### src/rtl/priority_pkg.sv
// Shared types and defaults for the registered priority request front-end.
package priority_pkg;

    localparam int PRI_N_REQ = 8;
    localparam int PRI_IDX_W = 3;

    typedef enum logic [0:0] {
        ST_IDLE  = 1'b0,
        ST_OFFER = 1'b1
    } pri_state_e;

endpackage

### src/rtl/pri_enc_n.sv
// Combinational highest-index encoder with a nonzero flag.
module pri_enc_n
    import priority_pkg::*;
#(
    parameter int N_REQ = PRI_N_REQ,
    parameter int IDX_W = $clog2(N_REQ)
) (
    input  logic [N_REQ-1:0] vec_i,
    output logic [IDX_W-1:0] idx_o,
    output logic             valid_o
);

    // Ascending scan: the last set bit seen is the highest index.
    always_comb begin
        idx_o = '0;
        for (int i = 0; i < N_REQ; i++) begin
            if (vec_i[i]) idx_o = IDX_W'(i);
        end
    end

    assign valid_o = |vec_i;

endmodule

### src/rtl/priority_req_latch.sv
// Pending request register with a held highest-index offer on a valid/ready port.
// Build option PRIORITY_REQ_EDGE_EN: set pending bits on rising request edges instead of levels.
module priority_req_latch
    import priority_pkg::*;
#(
    parameter int N_REQ = PRI_N_REQ,
    parameter int IDX_W = $clog2(N_REQ)
) (
    input  logic             clk,
    input  logic             rst,
    input  logic [N_REQ-1:0] req,
    input  logic [N_REQ-1:0] clr,
    input  logic             out_ready,
    input  logic             ovf_clr,
    output logic             out_valid,
    output logic [IDX_W-1:0] out_idx,
    output logic [N_REQ-1:0] pend,
    output logic             any_pend,
    output logic             overflow,
    output logic             dbg_state_o
);

    // Handshake: an index transfers on any rising edge where out_valid and
    // out_ready are both high; out_valid and out_idx stay stable until then.

    logic [N_REQ-1:0] set;
    logic [N_REQ-1:0] acc;
    logic [N_REQ-1:0] pend_q, pend_d;
    logic             any_pend_q;
    logic             overflow_q, overflow_d;
    logic             out_valid_q, out_valid_d;
    logic [IDX_W-1:0] out_idx_q, out_idx_d;
    pri_state_e       state_q, state_d;
    logic [IDX_W-1:0] enc_idx;
    logic             enc_valid;

`ifdef PRIORITY_REQ_EDGE_EN
    logic [N_REQ-1:0] req_q;

    always_ff @(posedge clk or posedge rst) begin
        if (rst) req_q <= '0;
        else     req_q <= req;
    end

    assign set = req & ~req_q;
`else
    assign set = req;
`endif

    pri_enc_n #(
        .N_REQ (N_REQ),
        .IDX_W (IDX_W)
    ) u_enc (
        .vec_i   (pend_q),
        .idx_o   (enc_idx),
        .valid_o (enc_valid)
    );

    assign acc = (out_valid_q && out_ready) ? (N_REQ'(1) << out_idx_q) : '0;

    // clr beats set, set beats acceptance of the same bit.
    assign pend_d     = ((pend_q & ~acc) | set) & ~clr;
    assign overflow_d = (|(set & pend_q & ~acc & ~clr)) | (overflow_q & ~ovf_clr);

    always_comb begin
        state_d     = state_q;
        out_valid_d = out_valid_q;
        out_idx_d   = out_idx_q;
        case (state_q)
            ST_IDLE: begin
                out_valid_d = 1'b0;
                if (enc_valid) begin
                    out_idx_d   = enc_idx;
                    out_valid_d = 1'b1;
                    state_d     = ST_OFFER;
                end
            end
            ST_OFFER: begin
                if (out_ready) begin
                    out_valid_d = 1'b0;
                    state_d     = ST_IDLE;
                end
            end
            default: begin
                out_valid_d = 1'b0;
                state_d     = ST_IDLE;
            end
        endcase
    end

    always_ff @(posedge clk or posedge rst) begin
        if (rst) begin
            pend_q      <= '0;
            any_pend_q  <= 1'b0;
            overflow_q  <= 1'b0;
            out_valid_q <= 1'b0;
            out_idx_q   <= '0;
            state_q     <= ST_IDLE;
        end else begin
            pend_q      <= pend_d;
            any_pend_q  <= |pend_q;
            overflow_q  <= overflow_d;
            out_valid_q <= out_valid_d;
            out_idx_q   <= out_idx_d;
            state_q     <= state_d;
        end
    end

    assign out_valid   = out_valid_q;
    assign out_idx     = out_idx_q;
    assign pend        = pend_q;
    assign any_pend    = any_pend_q;
    assign overflow    = overflow_q;
    assign dbg_state_o = logic'(state_q);

endmodule
### config.mk
export PLATFORM = sky130hd
export DESIGN_NAME = priority_req_latch
export DESIGN_NICKNAME = d
export VERILOG_FILES = /design/src/rtl/priority_pkg.sv /design/src/rtl/pri_enc_n.sv /design/src/rtl/priority_req_latch.sv
export SDC_FILE = /design/constraint.sdc
export NUM_CORES = 1
export LEC_CHECK = 0
export BUFFER_PORTS_ARGS = -buffer_cell sky130_fd_sc_hd__buf_4
export CAP_MARGIN = 5
export CORE_MARGIN = 2
export CORE_UTILIZATION = 47
export CTS_BUF_LIST = sky130_fd_sc_hd__clkbuf_4 sky130_fd_sc_hd__clkbuf_8
export CTS_CLUSTER_DIAMETER = 60
export CTS_CLUSTER_SIZE = 28
export DETAILED_ROUTE_END_ITERATION = 7
export PLACE_DENSITY = 0.87
export RECOVER_POWER = 50
export SETUP_SLACK_MARGIN = 0.3
export SYNTH_ARGS = -nofsm -noshare
export SYNTH_HDL_FRONTEND = slang
export SYNTH_SLANG_ARGS = --single-unit
### constraint.sdc
create_clock -name clk -period 1.6 [get_ports clk]
set_input_delay 0.32 -clock clk [delete_from_list [all_inputs] [get_ports clk]]
set_output_delay 0.32 -clock clk [all_outputs]
set_load 0.05 [all_outputs]
* Word-level counts from Yosys, hierarchy flattened
Index checks and enable logic that the tools add are counted.
** Cells by class
- Reductions and logical operators :: 4
- Shifts and indexed selects :: 1
- Bitwise logic cells :: 12
- Multiplexer cells :: 13
- Equal/unequal tests :: 1
** Operator list (count)
- $and A8 B8 Y8 :: 5
- $not A8 Y8 :: 2
- $reduce_or A8 Y1 :: 2
- $mux W3 :: 4
- $mux W8 :: 1
- $or A8 B8 Y8 :: 1
- $shl A1 B3 Y8 const A :: 1
- $mux W1 :: 4
- $mux W2 :: 2
- $pmux W1 S2 :: 2
- $ne A2 B2 Y1 const B :: 1
- $not A1 Y1 :: 2
- $reduce_and A2 Y1 :: 1
- $and A1 B1 Y1 :: 1
- $logic_and A1 B1 Y1 :: 1
- $or A1 B1 Y1 :: 1
** Storage, ports and cells
- Logic and storage cells :: 37
- Output and inout bits :: 15
- Register bits :: 15

* Longest topological paths before layout
Gate-level depths: netlist of run 1.
- Depth in word-level cells :: 7
- Depth in mapped cells :: 5

* Modules after synthesis
A second synthesis of run 1 with hierarchy kept.
** Unflattened totals
- Cells, all modules :: 90
- Area, all modules :: 799.5 um2
** Modules (own cells, without submodules)
- priority_req_latch :: cells an instance 78, sequential area each 375.4 um2, area an instance 733.2 um2, times used 1
- pri_enc_n :: cells an instance 12, sequential area each 0.0 um2, area an instance 66.3 um2, times used 1

* Worst setup path after synthesis of run 1
Ideal clock, no wire load.
- Kind :: register to register
- Start point :: register out_valid_q (netlist: out_valid)
- End point :: register overflow_q (netlist: overflow)
- Slack :: 0.056 ns
- Data required time :: 1.466 ns
- Stages on the path, launching flop included :: 5
- Arrival time :: 1.411 ns
- Buffers on the path :: 0
- Cell sequence :: dfrtp_1 > nor3b_2 > a211oi_1 > nor4_1 > nand4_1
** Between the ends
- Word-level cells in the longest chain between the ends :: 7
** Ends and longest elaborated chain
- start, declared :: line priority_req_latch.sv:31 : logic out_valid_q, out_valid_d;
- start signal, assigned :: line priority_req_latch.sv:103 : out_valid_q <= out_valid_d;
- $logic_and A1 B1 Y1 :: line priority_req_latch.sv:59 : assign acc = (out_valid_q && out_ready) ? (N_REQ'(1) << out_idx_q) : '0;
- $mux W8 :: line priority_req_latch.sv:59
- $not A8 Y8 :: line priority_req_latch.sv:63 : assign overflow_d = (|(set & pend_q & ~acc & ~clr)) | (overflow_q & ~ovf_clr);
- $and A8 B8 Y8 (2 in a row) :: line priority_req_latch.sv:63
- $reduce_or A8 Y1 :: line priority_req_latch.sv:63
- $or A1 B1 Y1 :: line priority_req_latch.sv:63
- named net overflow_d :: line priority_req_latch.sv:30 : logic overflow_q, overflow_d;
- end signal, assigned :: line priority_req_latch.sv:102 : overflow_q <= overflow_d;
- end, declared :: line priority_req_latch.sv:30
The timed path passes the listed nets, and every way through them passes these cells.
A chain may end at the register's enable or synchronous reset.

* Final worst setup path of run 1
- Start point :: register out_idx_q[0] (netlist: out_idx[0])
- End point :: register overflow_q (netlist: overflow)
** Between the ends
- Word-level cells in the longest chain between the ends :: 7
** Ends and longest elaborated chain
- start, declared :: line priority_req_latch.sv:32 : logic [IDX_W-1:0] out_idx_q, out_idx_d;
- start signal, assigned :: line priority_req_latch.sv:104 : out_idx_q <= out_idx_d;
- $shl A1 B3 Y8 :: line priority_req_latch.sv:59
- $mux W8 :: line priority_req_latch.sv:59
- $not A8 Y8 :: line priority_req_latch.sv:63
- $and A8 B8 Y8 (2 in a row) :: line priority_req_latch.sv:63
- $reduce_or A8 Y1 :: line priority_req_latch.sv:63
- $or A1 B1 Y1 :: line priority_req_latch.sv:63
- named net overflow_d :: line priority_req_latch.sv:30
The timed path passes the listed nets, and every way through them passes these cells.

==> results of run 1 <==
[synth_stat cells (all sizes together)]
cell type / count / area, µm²
nor2: 15 / 56.3
nand4: 3 / 18.8
a31oi: 2 / 12.5
inv: 3 / 11.3
o21bai: 1 / 7.51
nor4: 3 / 25.0
dfrtp: 15 / 375
and2: 1 / 6.26
nor2b: 2 / 12.5
buf: 2 / 16.3
a211oi: 5 / 42.5
o21ai: 1 / 5.00
and3b: 2 / 20.0
o2bb2ai: 1 / 8.76
nand2b: 2 / 12.5
nand2: 15 / 56.3
nor3b: 1 / 12.5
nand3b: 1 / 7.51
nand4b: 1 / 8.76
a21oi: 13 / 65.1
[cells by family (layout without fill, tap and decap cells)]
kind of cell | Yosys count | after routing | share of synthesized area
AOI/OAI and AO/OA | 23 | 23 | 0.181
buffers and inverters | 5 | 50 | 0.0352
DFF | 15 | 15 | 0.481
and+or+nand+nor | 46 | 46 | 0.303
[how the worst max path moves through the flow]
| stage | start | depth (start not counted) | slack (ps) | to |
|---|---|---|---|---|
| 6_report | out_idx[0] | 5 | 140 | overflow |
| 5_1_grt | out_idx[0] | 4 | 120 | overflow |
| 4_1_cts | out_idx[2] | 4 | 240 | overflow |
| 3_5_place_dp | out_ready | 6 | 170 | overflow |
| 3_3_place_gp | out_ready | 5 | 300 | overflow |
| 2_1_floorplan | out_valid | 4 | 230 | overflow |
[repair_timing]
item / 4_1_cts / 5_1_grt
gates cloned: 0 / 0
buffers inserted: 5 / 3
resized for setup: 3 / 8
hold buffers: 0 / 0
pin swaps: 3 / 4
setup endpoints to repair: 3 / 13
[metrics by stage]
step	util	instance area, µm²	std cells	power, µW	setup WS [ps]
finish	0.781	1190	150	1160	142
global route	0.781	1190	150	1200	119
CTS	0.756	1150	147	1140	235
detailed placement	0.705	1070	138	876	174
global placement	0.705	1070	138	867	298
floorplan	-	808	89	737	227
[layout make-up]
type / instances / share of cell area
Clock buffer: 4 / 0.0252
Inverter: 3 / 0.00946
Multi-Input combinational cell: 69 / 0.349
Sequential cell: 15 / 0.326
Tap cell: 16 / 0.0168
Timing Repair Buffer: 43 / 0.273
[critical path, cell delays in order (launching register included)]
cell     delay (ps)
dfrtp_2         440
nor2b_1         270
buf_4           200
nand4_1         130
a21oi_1         180
nand4_1         110
[layer usage]
layer	track usage	vias to the layer above	share of wire
li1	-	402	-
met1	0.290	384	0.40
met2	0.365	54	0.49
met3	0.0480	6	0.093
met4	0.0970	0	0.023
met5	0	-	0
[power by group]
group	switching, µW	internal [µW]	total, µW
Combinational	257	168	424
Sequential	67.7	423	491
Clock	129	114	243
[flip-flops by register name, summed over array words and instances, names as in the netlist]
signal       flops
out_valid        1
dbg_state_o      1
any_pend         1
pend             8
out_idx          3
overflow         1
==> metrics.cfg, run 1 <==
[outcome]
status = finished, final reports clean

[route]
vias = 846
dr.first_iter.drc_count = 58
drc = 0
drt-total-wl_um = 2110
route.antenna.remaining_nets = 0
wl_per_cell_um = 14.1
first_pass_iters = 4
vias_per_cell = 5.64

[sta]
finalHoldViolCount = 0
post-route-min-period_ps = 1460
slew_violations = 0
tightest_slew_ps = 599
post-route-period-util = 0.912
finalSetupTns_ps = 0
timing.slew.headroom = 0.600
fin_hold_ws_ps = 88.3
rsz0062_at_grt = true
max_freq_ghz = 0.686
fin_skew_ps = 6.37
setup_viol = 0

[clock_tree]
clock_sinks = 15
cts_buffers = 3
htreeDepth = 1
clock_path_buffers = 2
clkLatencyLatePin_ps = 300
cts.reportedPaths.clkPinSlew_ps = 90
clockRootBuffer = clkbuf_4
cts_tree = built

[job]
maxCapViolations = 0

[logic_synthesis]
syn_nets = 109
synth-seq-cells = 15
yosysSeqAreaShare = 0.481
yosys_warnings = 0
synth.distinct_cells = 23
synthCells = 89
synth_area_per_cell_um2 = 8.77
mappedNetlistArea_um2 = 781

[worst_setup_path]
worstSetupPathType = register to register
worstPathArrival_ps = 1630
endpoint_kind = register
crit_fanout = 4
cp_data_required_time_ps = 1770
cp-start-kind = register
reg2reg_depth = 5
r2r_slack_ps = 140
rr_endpoint = overflow
worstReg2RegStart = out_idx[0]

[floorplan]
io_pins = 35
dieHeight_um = 44.8
fp.dieW_um = 44.8
row_count = 14
start_util = 0.512
die_area_um2 = 2000
core_um2 = 1520

[layout]
area_growth_pct = 52.4
final_cell_mix = 38 x buf_4, 14 x nor2_1, 14 x nand2_1, 12 x a21oi_1, 10 x dfrtp_2
multiInputGateArea_um2 = 415
diodes = 0
final_nets = 155
register_area_um2 = 388
drive_gt1_frac = 0.485
layout_commonest_cell = buf_4
fillerInstances = 103

[place]
port_buffers = 34
gp_congestion = 0.894
post-dp-hpwl_um = 1580

[global_routing]
antenna_found_initial = 0
grt_first_pass_wirelength_um = 3300
grt_pass1_vias = 757
globalRouteTotalUtil = 0.225
grt-ovfl-total = 0
grt_start_max_net_pins = 16

[worst_hold_path]
hp-class = input port to asynchronous set/reset pin

[pwr]
irDropWorstVdd_mv = 0.799
power_density_nw_per_um2 = 974
leakage_uw = 0.000530

Power figures use the tool's default switching activity.
==> run 2, diff against run 1 <==
--- a/config.mk
+++ b/config.mk
@@ -9,12 +9,13 @@
 export CAP_MARGIN = 5
 export CORE_MARGIN = 2
 export CORE_UTILIZATION = 47
-export CTS_BUF_LIST = sky130_fd_sc_hd__clkbuf_4 sky130_fd_sc_hd__clkbuf_8
+export CTS_BUF_LIST = sky130_fd_sc_hd__clkbuf_2
 export CTS_CLUSTER_DIAMETER = 60
 export CTS_CLUSTER_SIZE = 28
 export DETAILED_ROUTE_END_ITERATION = 7
 export PLACE_DENSITY = 0.87
 export RECOVER_POWER = 50
+export REMOVE_ABC_BUFFERS = 1
 export SETUP_SLACK_MARGIN = 0.3
 export SYNTH_ARGS = -nofsm -noshare
 export SYNTH_HDL_FRONTEND = slang
==> run 2 against run 1 <==
Sequential power about the same. Clock power decreased by 19%. Non-clock buffer count increased by 7. Global-route usage up 0.48 points. Clock skew fell by 2.2 ps. Core utilization increased by 6.7 points. Flip-flop and latch count is the same. Final cell count increased by 4.7%.
==> metrics.cfg, run 2 (synthesis gave the netlist of run 1 again) <==
[layout]
fin_util = 0.847  ; +0.0665
register_area_um2 = 388  ; unchanged
area_growth_pct = 65.4
fillerInstances = 84  ; -18%
final_cell_area_um2 = 1290  ; +8.5%
largest_reg_flops = 8  ; unchanged
multiInputGateArea_um2 = 422  ; +1.5%
diodes = 0  ; unchanged
final_cell_mix = 36 x buf_4, 15 x nor2_1, 15 x nand2_1, 12 x a21oi_1, 10 x dfrtp_2
layout_commonest_cell = buf_4
drive_gt1_frac = 0.511  ; +0.0256
final_nets = 162  ; +4.5%

[global_routing]
grt-ovfl-total = 0  ; unchanged
grt_first_pass_wirelength_um = 3260  ; -1.1%
antenna_found_initial = 0  ; unchanged
gr-usage-met3 = 0.0360  ; -0.0120
gr-max-usage-layer = met2
grt_pass1_vias = 804  ; +6.2%
globalRouteTotalUtil = 0.230  ; +0.00480
grt_start_max_net_pins = 16  ; unchanged
use_met1 = 0.264  ; -0.0262
use_met2 = 0.394  ; +0.0290

[route]
wl_per_cell_um = 18.1  ; +28%
vias = 939  ; +11%
vias_per_cell = 5.98  ; +6.0%
route.antenna.remaining_nets = 0  ; unchanged
drc = 0  ; unchanged
dr.first_iter.drc_count = 45  ; -22%
first_pass_iters = 4  ; unchanged
drt-total-wl_um = 2840  ; +34%

[sta]
max_freq_ghz = 0.665  ; -3.0%
rsz0062_at_grt = true
post-route-min-period_ps = 1500  ; +45.5 ps
setup_viol = 0  ; unchanged
finalHoldViolCount = 0  ; unchanged
finalSetupTns_ps = 0  ; unchanged
fin_skew_ps = 4.15  ; -2.22 ps
tightest_slew_ps = 569  ; -29.4 ps
timing.slew.headroom = 0.620  ; +0.0196
post-route-period-util = 0.940  ; +0.0284
fin_hold_ws_ps = 62.7  ; -25.6 ps
slew_violations = 0  ; unchanged

[floorplan]
row_count = 14  ; unchanged
core_um2 = 1520  ; unchanged
start_util = 0.512  ; unchanged
fp.dieW_um = 44.8  ; unchanged
die_area_um2 = 2000  ; unchanged
io_pins = 35  ; unchanged
dieHeight_um = 44.8  ; unchanged

[worst_setup_path]
cp_cell_sequence = and3b_1, a211oi_1, nor4_2, nand4_1
critPathSlowestCell = dfrtp_1
worstPathArrival_ps = 1670  ; +40 ps
crit_fanout = 5  ; +1
endpoint_kind = register
cp_data_required_time_ps = 1770  ; about the same
max_stage_delay_ps = 490  ; +50 ps
cp-start-kind = register
worstSetupPathType = register to register

[pwr]
irDropWorstVdd_mv = 0.774  ; -3.1%
power_density_nw_per_um2 = 932  ; -4.3%
leakage_uw = 0.000582  ; +9.9%

[worst_hold_path]
hp-class = input port to asynchronous set/reset pin

[place]
post-dp-hpwl_um = 1660  ; +4.9%
gp_congestion = 0.864  ; -3.4%
port_buffers = 34  ; unchanged
place_area_um2 = 1050  ; -2.6%

[job]
maxCapViolations = 0  ; unchanged

[outcome]
status = finished, final reports clean

[clock_tree]
htreeDepth = 1  ; unchanged
clock_sinks = 15  ; unchanged
cts_buffers = 3  ; unchanged
clockRootBuffer = clkbuf_2
cts_tree = built
clkLatencyLatePin_ps = 290  ; about the same
clock_path_buffers = 2  ; unchanged
cts.reportedPaths.clkPinSlew_ps = 150  ; +60 ps

[run 2: cell count changes in the layout (fill, tap and decap cells not counted), sizes merged]
cell  before  now
buf       40   47
[run 2: path summary, 6_finish.rpt]
kind                             startpoint  slack, ps          to  depth (start not counted)
worst max-delay path             out_idx[2]        100    overflow                          4
worst min-delay path                    rst         60    overflow                          2
worst max register to register   out_idx[2]        100    overflow                          4
worst min register to register  dbg_state_o        560  out_idx[2]                          1
max in group asynchronous               rst       1140     pend[1]                          2
min in group clk                     clr[2]        160     pend[2]                          2
[run 2: area by class of cell]
cell class / instances / area share
Timing Repair Buffer: 50 / 0.333
Multi-Input combinational cell: 69 / 0.327
Sequential cell: 15 / 0.300
Clock buffer: 4 / 0.0155
Tap cell: 16 / 0.0155
Inverter: 3 / 0.00872
[run 2: power by group]
group	switching, µW	total (µW)	internal [µW]
registers	68.5	491	423
logic	293	516	223
clock network	130	196	66.3
[run 2: per-layer routing]
layer / vias up / routed length, µm
li1: 415 / -
met1: 445 / 995
met2: 64 / 1500
met3: 15 / 217
met4: 0 / 124
met5: - / 0
[run 2: stage by stage]
stage,std cells,total power (µW),worst slack [ps]
global placement,138,855,265
floorplan,87,715,46.9
CTS,144,1060,229
global route,157,1240,-16.6
detailed placement,138,866,226
finish,157,1200,96.0
[run 2: timing repair]
action                                  CTS  global route
pin swaps                                 1             4
resized for setup                         5            26
hold buffers                              0             0
endpoints found under the setup margin   12            20
buffers inserted                          2            13
[run 2: worst max-delay path, delay by kind of cell (launching register included)]
family	cells	cell delay, ps
flip-flops	1	490
AND/OR/NAND/NOR	3	790
AO/OA/AOI/OAI	1	100
